===== src/rtl/sseg_pkg.sv =====
// sseg_pkg: shared segment type, blank pattern and index-width helper
package sseg_pkg;
  typedef logic [6:0] seg_t;
  localparam seg_t SEG_BLANK = 7'b0000000;
  function automatic int idx_w(input int n);
    return n > 1 ? $clog2(n) : 1;
  endfunction
endpackage


===== src/rtl/sseg_scan_timer.sv =====
// sseg_scan_timer: per-digit refresh counter and digit index with frame_end pulse
//   clk, rstn (sync, active-low) | idx: digit being scanned | frame_end: last cycle of last digit
module sseg_scan_timer
  import sseg_pkg::*;
#(
  parameter int N_DIGITS       = 2,
  parameter int REFRESH_CYCLES = 100000
) (
  input  logic                          clk,
  input  logic                          rstn,
  output logic [idx_w(N_DIGITS)-1:0]    idx,
  output logic                          frame_end
);
  localparam int IW = idx_w(N_DIGITS);
  localparam int CW = idx_w(REFRESH_CYCLES);
  logic [CW-1:0] cnt_q, cnt_d;
  logic [IW-1:0] idx_q, idx_d;
  logic          wrap, last_idx;
  always_comb begin
    wrap      = cnt_q == CW'(REFRESH_CYCLES - 1);
    last_idx  = idx_q == IW'(N_DIGITS - 1);
    frame_end = wrap && last_idx;
    cnt_d     = wrap ? '0 : cnt_q + 1'b1;
    idx_d     = !wrap ? idx_q : last_idx ? '0 : idx_q + 1'b1;
  end
  always_ff @(posedge clk) begin
    if (!rstn) begin
      cnt_q <= '0;
      idx_q <= '0;
    end else begin
      cnt_q <= cnt_d;
      idx_q <= idx_d;
    end
  end
  assign idx = idx_q;
endmodule


===== src/rtl/sseg_scan_axi.sv =====
// sseg_scan_axi: AXI-Stream fed multiplexed seven-segment scanner with tear-free frame swap
//   clk, rstn (sync, active-low) | s_data/s_valid/s_ready: frame input, one pending entry
//   seg {g..a}, an one-hot digit enable: registered, inverted when ACTIVE_LOW
module sseg_scan_axi
  import sseg_pkg::*;
#(
  parameter int N_DIGITS       = 2,
  parameter int REFRESH_CYCLES = 100000,
  parameter int ACTIVE_LOW     = 1
) (
  input  logic                     clk,
  input  logic                     rstn,
  input  logic [N_DIGITS-1:0][6:0] s_data,
  input  logic                     s_valid,
  output logic                     s_ready,
  output logic [6:0]               seg,
  output logic [N_DIGITS-1:0]      an
);
  localparam int                  IW      = idx_w(N_DIGITS);
  localparam seg_t                SEG_OFF = ACTIVE_LOW != 0 ? ~SEG_BLANK : SEG_BLANK;
  localparam logic [N_DIGITS-1:0] AN_OFF  = {N_DIGITS{ACTIVE_LOW != 0}};
  logic [IW-1:0]              idx;
  logic                       frame_end;
  logic [N_DIGITS-1:0][6:0]   pend_q, pend_d, disp_q, disp_d;
  logic                       pend_full_q, pend_full_d, s_ready_q, s_ready_d;
  seg_t                       seg_q, seg_d;
  logic [N_DIGITS-1:0]        an_q, an_d, an_on;
  logic                       xfer, load;
  sseg_scan_timer #(
    .N_DIGITS      (N_DIGITS),
    .REFRESH_CYCLES(REFRESH_CYCLES)
  ) u_timer (
    .clk      (clk),
    .rstn     (rstn),
    .idx      (idx),
    .frame_end(frame_end)
  );
  // s_ready_q mirrors !pend_full_q, so a transfer and a load never share an edge
  always_comb begin
    xfer        = s_valid && s_ready_q;
    load        = frame_end && pend_full_q;
    pend_d      = xfer ? s_data : pend_q;
    pend_full_d = xfer || (pend_full_q && !load);
    disp_d      = load ? pend_q : disp_q;
    s_ready_d   = !pend_full_d;
    an_on       = N_DIGITS'(1) << idx;
    seg_d       = ACTIVE_LOW != 0 ? ~disp_q[idx] : disp_q[idx];
    an_d        = ACTIVE_LOW != 0 ? ~an_on : an_on;
  end
  always_ff @(posedge clk) begin
    if (!rstn) begin
      pend_q      <= {N_DIGITS{SEG_BLANK}};
      disp_q      <= {N_DIGITS{SEG_BLANK}};
      pend_full_q <= 1'b0;
      s_ready_q   <= 1'b0;
      seg_q       <= SEG_OFF;
      an_q        <= AN_OFF;
    end else begin
      pend_q      <= pend_d;
      disp_q      <= disp_d;
      pend_full_q <= pend_full_d;
      s_ready_q   <= s_ready_d;
      seg_q       <= seg_d;
      an_q        <= an_d;
    end
  end
  assign s_ready = s_ready_q;
  assign seg     = seg_q;
  assign an      = an_q;
endmodule


===== config.mk =====
export PLATFORM = sky130hd
export DESIGN_NAME = sseg_scan_axi
export DESIGN_NICKNAME = d
export VERILOG_FILES = /design/src/rtl/sseg_pkg.sv /design/src/rtl/sseg_scan_timer.sv /design/src/rtl/sseg_scan_axi.sv
export SDC_FILE = /design/constraint.sdc
export NUM_CORES = 1
export LEC_CHECK = 0
export BUFFER_PORTS_ARGS = -buffer_cell sky130_fd_sc_hd__buf_2
export CAP_MARGIN = 20
export CELL_PAD_IN_SITES_DETAIL_PLACEMENT = 2
export CELL_PAD_IN_SITES_GLOBAL_PLACEMENT = 2
export CORE_MARGIN = 1
export CORE_UTILIZATION = 36
export CTS_BUF_LIST = sky130_fd_sc_hd__clkbuf_4 sky130_fd_sc_hd__clkbuf_8 sky130_fd_sc_hd__clkbuf_16
export CTS_CLUSTER_DIAMETER = 40
export DETAILED_ROUTE_END_ITERATION = 8
export PLACE_DENSITY = 0.78
export SLEW_MARGIN = 30
export SYNTH_ARGS = -nofsm -noshare
export SYNTH_HDL_FRONTEND = slang
export SYNTH_SLANG_ARGS = --single-unit

===== constraint.sdc =====
create_clock -name clk -period 1.89 [get_ports clk]
set_input_delay 0.0945 -clock clk [delete_from_list [all_inputs] [get_ports clk]]
set_output_delay 0.0945 -clock clk [all_outputs]
set_load 0.01 [all_outputs]

==> run_results.csv, run 1 <==
group,metric,value,unit
global_route,gr-total-overflow,0,
drt,routedWlPerCell,17.3,um
floorplanning,floorplan.initialDensity,38.3,%
sta,report.final.hold_viol_count,0,
sta,relSlewSlack,60.4,%
job,cap_viol_max_count,0,
sta,setup_ws,0.124,ns
global_route,track_usage,20.9,%
layout,synthToLayoutAreaGrowth,19.4,%
synth,synth.ff_latch_count,57,
clock_network,cts_tree,"yes",
global_route,grt_pass1_wl,10200,um
drt,drt_wl_total,6250,um
place,place.port_buffers,26,
worst_hold_path,hold_path.class,"primary input to flip-flop",
synth,seq_area_frac_synth,49.1,%
drt,detail_route.first_pass.iterations,4,
synth,ys_warns,0,
sta,final.setup_skew,0.00560,ns
setup_path,crit_required,2.16,ns
global_route,grt_start_max_net_pins,33,
setup_path,worst-path-max-fanout,9,
setup_path,endpoint_kind,"flip-flop",
floorplanning,die_span_in_x,82.3,um
sta,fmax,566,MHz
place,detailedPlacementHpwl,4130,um
setup_path,cp-start-kind,"flip-flop",
clock_network,clock_tree.root_cell,"clkbuf_8",
floorplanning,io_pins,27,
drt,drc,0,
clock_network,number_of_buffers_created_by_cts,9,
power_and_ir_drop,design_power_total,2.58,mW
synth,synth.cell_area,2320,sq um
sta,rsz_0062_raised_after_global_routing,"false",
setup_path,worstPathArrival,2.04,ns
global_route,first_global_vias,2004,
drt,drt_first_iter_violations,81,
clock_network,ctsLongestPathBuffers,2,
clock_network,h-tree-depth,3,
sta,drv_slew,0,
clock_network,postCtsSetupBuffers,0,
clock_network,clkSlewWorstSetupHoldPaths,0.07,ns
place,place.gp.congestion,0.697,
synth,synthesis.instances,245,
run_status,status,"finished clean",
floorplanning,die_h,82.3,um
drt,vias_per_cell,5.29,
power_and_ir_drop,leakagePower,1.06,nW
synth,mappedNetlistNets,263,
clock_network,clock-sinks,57,
floorplanning,die_area,6780,sq um
floorplanning,core-area,6060,sq um
layout,fin_util,45.8,%
sta,period_share,93.4,%
layout,finalNetCount,299,
drt,route.vias.total,1910,
power_and_ir_drop,cell_pwr_density,930,nW/um^2
setup_path,critPathKind,"flip-flop to flip-flop",
global_route,antenna_violations_before_repair,0,
power_and_ir_drop,maximum_ir_drop_on_the_vdd_rail,452,uV
sta,timing_worst_slew_pin_value,0.594,ns
sta,minimum_clock_period,1.77,ns
synth,syn_avg_cell_area,9.48,sq um
sta,final-setup-viol-count,0,
floorplanning,num_rows,28,
clock_network,clock_latency_late_sink,0.34,ns
place,pre_cts_slack,0.135,ns
place,dpl.cell_count,341,
layout,insertedDiodeCount,0,
drt,antenna_left,0,
sta,totalNegativeSetupSlack,0,ns
layout,post_layout_nonfiller_instances,361,
layout,layout-drive-gt1-share,23.4,%
synth,ys_types,29,
-- final cells by class --
type	instances	area, sq um
timing repair buffer	42	260
multi-input combinational	171	1060
tap	75	93.8
sequential	57	1140
fill	673	3290
clock inverter	2	35.0
clock buffer	14	180
-- layer usage --
layer  part of all wire (%)  GRT usage, %  vias to the layer above
li1                       -             -                      923
met5                      0             0                        -
met1                     45          24.9                      948
met3                    2.2          4.29                       11
met4                    1.8          9.47                        0
met2                     51          36.0                       28
-- what timing repair did --
action / 4_1_cts / 5_1_grt
resized for setup: 0 / 2
hold endpoints to repair: 4 / 0
hold buffers: 4 / 0
setup endpoints to repair: 0 / 7
-- registers in the layout (all words and copies together) (netlist names) --
name / flops
pend_full_q: 1
u_timer.cnt_q: 17
seg: 7
an: 2
u_timer.idx: 1
pend_q: 14
disp_q: 14
s_ready: 1
-- placed cells by master, fill, tap and decap left out --
| cell | Yosys | layout |
|---|---|---|
| o21a_1 | 1 | 1 |
| nand2b_1 | 1 | 1 |
| nand4_2 | 1 | 1 |
| nand4_1 | 19 | 19 |
| mux2_2 | 7 | 7 |
| and4_1 | 4 | 3 |
| ha_1 | 1 | 1 |
| and3_2 | 1 | 1 |
| bufinv_16 | 0 | 1 |
| clkinv_2 | 0 | 1 |
| and4bb_2 | 2 | 2 |
| nand3_1 | 8 | 8 |
| and3_1 | 3 | 3 |
| buf_2 | 1 | 26 |
| clkbuf_4 | 0 | 2 |
| or3_1 | 2 | 2 |
| a21oi_1 | 2 | 2 |
| xor2_1 | 12 | 12 |
| and2_1 | 5 | 5 |
| xnor2_1 | 2 | 2 |
| nand2_1 | 41 | 41 |
| dfxtp_1 | 57 | 57 |
| nor2_1 | 13 | 13 |
| clkbuf_8 | 0 | 12 |
| a21boi_0 | 19 | 19 |
| o21ai_0 | 15 | 14 |
| nor4b_4 | 1 | 1 |
| buf_4 | 0 | 12 |
| and4_2 | 0 | 1 |
| o21ai_1 | 1 | 2 |
| dlygate4sd3_1 | 0 | 4 |
| a21boi_1 | 10 | 10 |
-- critical path, stage by stage, from the launching register on --
cell	delay (ns)
dfxtp_1	0.40
ha_1	0.23
and4_2	0.31
and4_1	0.25
buf_4	0.20
nand4_1	0.13
a21boi_1	0.17
-- cells in the mapped netlist (all sizes together) --
cell | number | area (sq um)
clkbuf | 9 | 33.8
and3 | 4 | 26.3
and4 | 4 | 35.0
and4bb | 2 | 25.0
nor2 | 13 | 48.8
ha | 1 | 12.5
mux2 | 7 | 78.8
a21oi | 2 | 10.0
xnor2 | 2 | 17.5
o21a | 1 | 7.51
a21boi | 29 | 218
or3 | 2 | 12.5
o21ai | 16 | 80.1
nand4 | 20 | 131
dfxtp | 57 | 1140
xor2 | 12 | 105
nor4b | 1 | 23.8
nand2b | 1 | 6.26
nand3 | 8 | 40.0
and2 | 5 | 31.3
nand2 | 41 | 154
buf | 8 | 85.1
-- cells by family after synthesis --
kind of cell	synth area share (%)
XOR/XNOR	5.28
buffers and inverters	5.12
AND/OR/NAND/NOR	23.0
flip-flops	49.1
adder cells (fa/ha/maj)	0.538
AO/OA/AOI/OAI	13.6
multiplexers	3.39
-- stage by stage --
step	hold slack, ns	cell area (sq um)
after floorplan	0.168	2320
after global placement	0.346	2520
after detailed placement	0.359	2520
after CTS	0.000891	2770
after global routing	0.0153	2780
final	0.00776	2780
-- where the power goes --
part / internal, mW / leakage (nW) / total, mW / switching [mW]
combinational: 0.0485 / 0.485 / 0.112 / 0.0632
clock: 0.745 / 0.114 / 1.23 / 0.481
sequential: 1.23 / 0.462 / 1.24 / 0.0192
-- path summary, 6_finish.rpt --
check                        start    endpoint  slack (ns)  depth (start not counted)
hold / removal           s_data[6]   pend_q[6]       0.008                          3
hold reg to reg          pend_q[6]   pend_q[6]        0.47                          2
setup reg to reg  u_timer.cnt_q[0]  disp_q[11]        0.12                          6
setup / recovery  u_timer.cnt_q[0]  disp_q[11]        0.12                          6
Power figures use the tool's default switching activity.
==> run 2: changes to the inputs <==
--- a/config.mk
+++ b/config.mk
@@ -9,6 +9,7 @@
 export CAP_MARGIN = 20
 export CELL_PAD_IN_SITES_DETAIL_PLACEMENT = 2
 export CELL_PAD_IN_SITES_GLOBAL_PLACEMENT = 2
+export CORE_ASPECT_RATIO = 0.8
 export CORE_MARGIN = 1
 export CORE_UTILIZATION = 36
 export CTS_BUF_LIST = sky130_fd_sc_hd__clkbuf_4 sky130_fd_sc_hd__clkbuf_8 sky130_fd_sc_hd__clkbuf_16
==> run 2 against run 1 <==
Net effect: final cell count shrank 0.83%; highest routed layer unchanged; largest power group unchanged; die area is essentially flat; combinational power shrank 12%; design area shrank 3.1%; flip-flop and latch count is the same; critical path depth is the same; first-iteration DRC count shrank 26%; sequential share of layout area grew 1.3 points; wire length shrank 8.0%.
==> run_results.csv, run 2 (synthesized netlist as in run 1, its figures left out) <==
group,metric,value,unit
clock_network,cts_resized,0,
power_and_ir_drop,cell_pwr_density,876,nW/um^2
global_route,track_usage,18.8,%
drt,drt_wl_total,5750,um
clock_network,clock_tree.root_cell,"clkbuf_8",
floorplanning,die_h,73.9,um
layout,largest_reg_flops,17,
sta,final.setup_skew,0.00429,ns
clock_network,postCtsSetupBuffers,0,
sta,timing_worst_slew_pin_value,0.524,ns
sta,rsz_0062_raised_after_global_routing,"false",
layout,layout-drive-gt1-share,22.4,%
drt,drc,0,
setup_path,critPathKind,"flip-flop to flip-flop",
layout,synthToLayoutAreaGrowth,15.7,%
drt,detail_route.first_pass.iterations,4,
drt,routedWlPerCell,16.1,um
global_route,grt_start_max_net_pins,25,
setup_path,cp-start-kind,"flip-flop",
layout,multi_input_area,1060,sq um
place,place.gp.congestion,0.722,
layout,reg_top3,"u_timer.cnt_q (17), disp_q (14), pend_q (14)",
layout,final-seq-area,1140,sq um
clock_network,h-tree-depth,3,
place,detailedPlacementHpwl,3920,um
clock_network,number_of_buffers_created_by_cts,9,
clock_network,ctsLongestPathBuffers,2,
run_status,status,"finished clean",
global_route,grt_pass1_wl,9710,um
global_route,grt_use_met2,31.1,%
layout,fin_util,44.3,%
power_and_ir_drop,design_power_total,2.36,mW
layout,insertedDiodeCount,0,
sta,drv_slew,0,
global_route,antenna_violations_before_repair,0,
job,cap_viol_max_count,0,
drt,route.vias.total,1853,
layout,most_common_cell_after_layout_fill_and_taps_aside,"dfxtp_1",
global_route,groute.layer.met1.usage,23.2,%
place,place.port_buffers,26,
layout,top_register,"u_timer.cnt_q",
sta,totalNegativeSetupSlack,0,ns
worst_hold_path,hold_path.class,"primary input to flip-flop",
clock_network,clock_latency_late_sink,0.33,ns
sta,final-setup-viol-count,0,
floorplanning,core-area,6070,sq um
clock_network,cts_tree,"yes",
floorplanning,floorplan.initialDensity,38.3,%
floorplanning,num_rows,25,
drt,antenna_left,0,
sta,relSlewSlack,65.1,%
sta,minimum_clock_period,1.78,ns
global_route,gr-usage-met3,7.25,%
clock_network,clock-sinks,57,
setup_path,endpoint_kind,"flip-flop",
clock_network,cts_hold_repair.buffers,0,
global_route,first_global_vias,1952,
global_route,grt-busiest-layer,"met2",
floorplanning,io_pins,27,
setup_path,worst-path-max-fanout,14,
sta,fmax,563,MHz
sta,report.final.hold_viol_count,0,
power_and_ir_drop,maximum_ir_drop_on_the_vdd_rail,329,uV
setup_path,worstPathArrival,2.03,ns
clock_network,clkSlewWorstSetupHoldPaths,0.06,ns
floorplanning,die_area,6780,sq um
layout,fill_cells,689,
layout,layout.cells.most_common_list,"57 x dfxtp_1, 41 x nand2_1, 26 x buf_2",
layout,finalNetCount,291,
floorplanning,die_span_in_x,91.8,um
drt,drt_first_iter_violations,60,
setup_path,crit_required,2.14,ns
power_and_ir_drop,leakagePower,1.01,nW
global_route,gr-total-overflow,0,
sta,period_share,94.0,%
drt,vias_per_cell,5.18,
-- run 2: path summary, 6_finish.rpt --
kind	cells past startpoint	start	endpoint	slack [ns]
worst min register to register	2	pend_q[4]	pend_q[4]	0.47
worst max-delay path	6	u_timer.cnt_q[0]	disp_q[8]	0.11
worst min-delay path	3	s_data[9]	pend_q[9]	0.01
worst max register to register	6	u_timer.cnt_q[0]	disp_q[8]	0.11
-- run 2: cell type report --
type                    instances  share of cell area, %
multi-input cells             171                   39.6
clock buffers                  15                   6.51
well taps                      81                   3.77
repair buffers                 34                   7.68
flip-flops and latches         57                   42.4
-- run 2: per-layer routing --
layer  share of wire [%]  wire length (um)
met5                   0                 0
met4                0.68                39
met3                 3.7               212
met2                  47              2730
met1                  48              2770
-- run 2: worst max-delay path: stages, from the launching register on --
cell and delay, ns:
dfxtp_1 0.39, ha_1 0.23, and4_2 0.29, and4_1 0.22, buf_4 0.22, nand4_1 0.13
a21boi_0 0.22
-- run 2: metrics by stage --
stage / area, sq um / hold slack (ns) / worst slack, ns / std cells
after floorplan: 2320 / 0.168 / 0.324 / 245
after global routing: 2690 / 0.00520 / 0.00620 / 358
final: 2690 / 0.0132 / 0.114 / 358
after CTS: 2680 / 0.00179 / 0.0708 / 358
after detailed placement: 2510 / 0.362 / 0.124 / 343
after global placement: 2510 / 0.350 / 0.254 / 343
-- run 2: report_power, final --
part	switching, mW	total, mW	leakage (nW)	internal [mW]
clock	0.434	1.01	0.0949	0.579
combinational	0.0559	0.0986	0.452	0.0427
sequential	0.0187	1.24	0.462	1.23
total	0.509	2.36	1.01	1.85
==> run 3: changes to the inputs <==
--- a/config.mk
+++ b/config.mk
@@ -15,8 +15,10 @@
 export CTS_BUF_LIST = sky130_fd_sc_hd__clkbuf_4 sky130_fd_sc_hd__clkbuf_8 sky130_fd_sc_hd__clkbuf_16
 export CTS_CLUSTER_DIAMETER = 40
 export DETAILED_ROUTE_END_ITERATION = 8
+export GPL_TIMING_DRIVEN = 0
 export PLACE_DENSITY = 0.78
 export SLEW_MARGIN = 30
 export SYNTH_ARGS = -nofsm -noshare
 export SYNTH_HDL_FRONTEND = slang
+export SYNTH_HIERARCHICAL = 1
 export SYNTH_SLANG_ARGS = --single-unit
==> run 3 against run 2 <==
Net effect: the flow now finishes with violations (setup timing); design area grew 12%; count of clock-buffer cells in the layout shrank 4; synthesized cell count shrank 4.9%; critical path depth is the same; setup slack lost 0.30 ns; global-route usage grew 4.1 points; worst hold slack lost 0.011 ns; maximum frequency shrank 14%; critical path type unchanged.
==> run_results.csv, run 3 <==
group,metric,value,unit
run_status,status,"finished with violations",
run_status,failed_checks,"setup timing",
layout,fin_util,50.2,%
layout,layout.cells.most_common_list,"53 x dfxtp_1, 41 x nand2_1, 35 x buf_2",
global_route,grt_pass1_wl,11100,um
synth,post-synth-top-area-fraction,50.6,%
power_and_ir_drop,cell_pwr_density,988,nW/um^2
clock_network,clock_latency_late_sink,0.34,ns
setup_path,critical_path.reg2reg.startpoint,"u_timer/cnt_q[8]",
sta,period_share,110,%
sta,setup_ws,-0.183,ns
setup_path,cp.buffers_inverters,1,
global_route,antenna_violations_before_repair,0,
synth,ys_types,33,
setup_path,worst-r2r-setup-slack,-0.18,ns
synth,synthArstFlopShare,0,%
drt,route.vias.total,1937,
drt,antenna_left,0,
synth,synth.top_cells.by_count,"57 x dfxtp_1, 41 x nand2_1, 18 x nand4_1",
clock_network,cts_tree,"yes",
place,pre_cts_slack,-0.230,ns
power_and_ir_drop,leakagePower,1.12,nW
synth,synth.ff_latch_count,57,
clock_network,clkSlewWorstSetupHoldPaths,0.07,ns
layout,most_common_cell_after_layout_fill_and_taps_aside,"dfxtp_1",
clock_network,clock-sinks,57,
layout,finalNetCount,300,
sta,final.setup_skew,0.00592,ns
power_and_ir_drop,maximum_ir_drop_on_the_vdd_rail,344,uV
layout,reg_top3,"u_timer/cnt_q (17), disp_q (14), pend_q (14)",
synth,mappedNetlistNets,251,
global_route,first_global_vias,1972,
sta,fmax,482,MHz
place,place.port_buffers,26,
drt,drt_wl_total,7620,um
synth,yosys-top-cells-area,"dfxtp_1 51%, nand2_1 6.8%, mux2i_1 6.2%, nand4_1 5.0%, xnor2_1 3.9%",
drt,drt_first_iter_violations,103,
sta,final-setup-viol-count,18,
setup_path,reg2regPathDepth,6,
setup_path,critPathSlowestCell,"or4b_4",
clock_network,number_of_buffers_created_by_cts,9,
layout,insertedDiodeCount,0,
clock_network,h-tree-depth,3,
floorplanning,die_h,72.8,um
sta,minimum_clock_period,2.07,ns
worst_hold_path,hold-path-endpoint,"pend_q[4]",
global_route,track_usage,22.9,%
setup_path,critPathKind,"flip-flop to flip-flop",
setup_path,critPathMostFrequentCell,"and2_4",
worst_hold_path,min_delay_path_depth,3,
setup_path,crit_required,2.14,ns
sta,report.final.hold_viol_count,0,
drt,drc,0,
floorplanning,die_span_in_x,90.5,um
drt,vias_per_cell,5.26,
synth,yosys.area.top_type,"dfxtp_1",
setup_path,path_delay_family,"simple AND/OR/NAND/NOR gates",
global_route,grt_start_max_net_pins,11,
global_route,gr-total-overflow,0,
synth,dominantRegCellSynth,"dfxtp_1",
setup_path,cp_cell_sequence,"or4b_4 -> nor4_4 -> and2_4 -> and2_4 -> buf_12 -> mux2i_2",
synth,synthesis.instances,233,
synth,synth.most_common_cell,"dfxtp_1",
synth,synth_edf_count,0,
place,dpl_cell_area,2500,sq um
drt,routedWlPerCell,20.7,um
layout,layout-drive-gt1-share,30.7,%
setup_path,r2r-end,"disp_q[4]",
synth,ys_warns,6,
drt,detail_route.first_pass.iterations,4,
sta,relSlewSlack,68.8,%
floorplanning,die_area,6590,sq um
setup_path,worstPathArrival,2.33,ns
sta,totalNegativeSetupSlack,-2.10,ns
layout,post_layout_nonfiller_instances,368,
place,detailedPlacementHpwl,4030,um
place,place.gp.congestion,0.711,
sta,drv_slew,0,
clock_network,clock_tree.root_cell,"clkbuf_8",
synth,syn_avg_cell_area,9.68,sq um
floorplanning,io_pins,27,
layout,largest_reg_flops,17,
setup_path,endpoint_kind,"flip-flop",
worst_hold_path,hold_path_startpoint,"s_data[4]",
setup_path,worst-path-max-fanout,5,
layout,top_register,"u_timer/cnt_q",
worst_hold_path,hold_path.class,"primary input to flip-flop",
layout,finalInstanceArea,3000,sq um
synth,seq_area_frac_synth,50.6,%
setup_path,cp-start-kind,"flip-flop",
job,cap_viol_max_count,0,
layout,synthToLayoutAreaGrowth,33.1,%
floorplanning,floorplan.initialDensity,37.8,%
floorplanning,num_rows,25,
setup_path,cpPeakStageDelay,0.55,ns
synth,synth.cell_area,2260,sq um
place,dpl.cell_count,340,
sta,fin_worst_hold_slack,0.00198,ns
sta,timing_worst_slew_pin_value,0.463,ns
floorplanning,core-area,5970,sq um
sta,rsz_0062_raised_after_global_routing,"true",
clock_network,ctsLongestPathBuffers,2,
layout,fill_cells,609,
power_and_ir_drop,design_power_total,2.97,mW
## run 3: timing repair
item	CTS	global route
pin swaps	3	9
hold buffers	3	0
resized for setup	14	15
setup buffers	4	6
hold endpoints to repair	3	0
setup endpoints to repair	14	25
gates cloned	1	1
## run 3: worst max-delay path by stage
stage / slack (ns) / start / end / cells after the start
global placement: -0.17 / u_timer/cnt_q[10] / disp_q[1] / 7
floorplan: 0.009 / u_timer/cnt_q[13] / disp_q[0] / 7
global route: -0.24 / u_timer/cnt_q[11] / disp_q[9] / 6
finish: -0.18 / u_timer/cnt_q[8] / disp_q[4] / 6
detailed placement: -0.23 / u_timer/cnt_q[5] / disp_q[4] / 7
CTS: -0.13 / u_timer/cnt_q[11] / disp_q[0] / 6
## run 3: area by class of cell
class | count | area, sq um | share of cell area (%)
sequential | 57 | 1150 | 38.3
timing repair buffer | 40 | 280 | 9.34
clock buffer | 11 | 151 | 5.04
multi-input combinational | 160 | 1090 | 36.4
tap | 81 | 101 | 3.38
inverter | 2 | 7.51 | 0.250
buffer | 12 | 92.6 | 3.08
clock inverter | 5 | 125 | 4.17
## run 3: cell families after synthesis
kind of cell / share of synthesized area (%)
flip-flops: 50.6
XOR/XNOR: 5.82
adder cells (fa/ha/maj): 0.555
multiplexers: 9.71
AO/OA/AOI/OAI: 3.88
AND/OR/NAND/NOR: 24.0
buffers and inverters: 5.44
## run 3: per-layer routing
metal  wire length [um]  global-route usage (%)  share of wire, %
met1               3540                    29.6                46
met2               3550                    37.6                47
met3                377                    6.56               4.9
met4                148                    6.63               1.9
met5                  0                       0                 0
## run 3: worst register-to-register path: stages, from the launching register on
cell and delay, ns:
dfxtp_2 0.33, or4b_4 0.55, nor4_4 0.34, and2_4 0.20, and2_4 0.21, buf_12 0.14
mux2i_2 0.23
## run 3: power by group
group	switching (mW)	internal [mW]	total (mW)	leakage (nW)
clock	0.507	1.08	1.59	0.140
combinational	0.0850	0.0564	0.141	0.511
sequential	0.0163	1.22	1.24	0.465
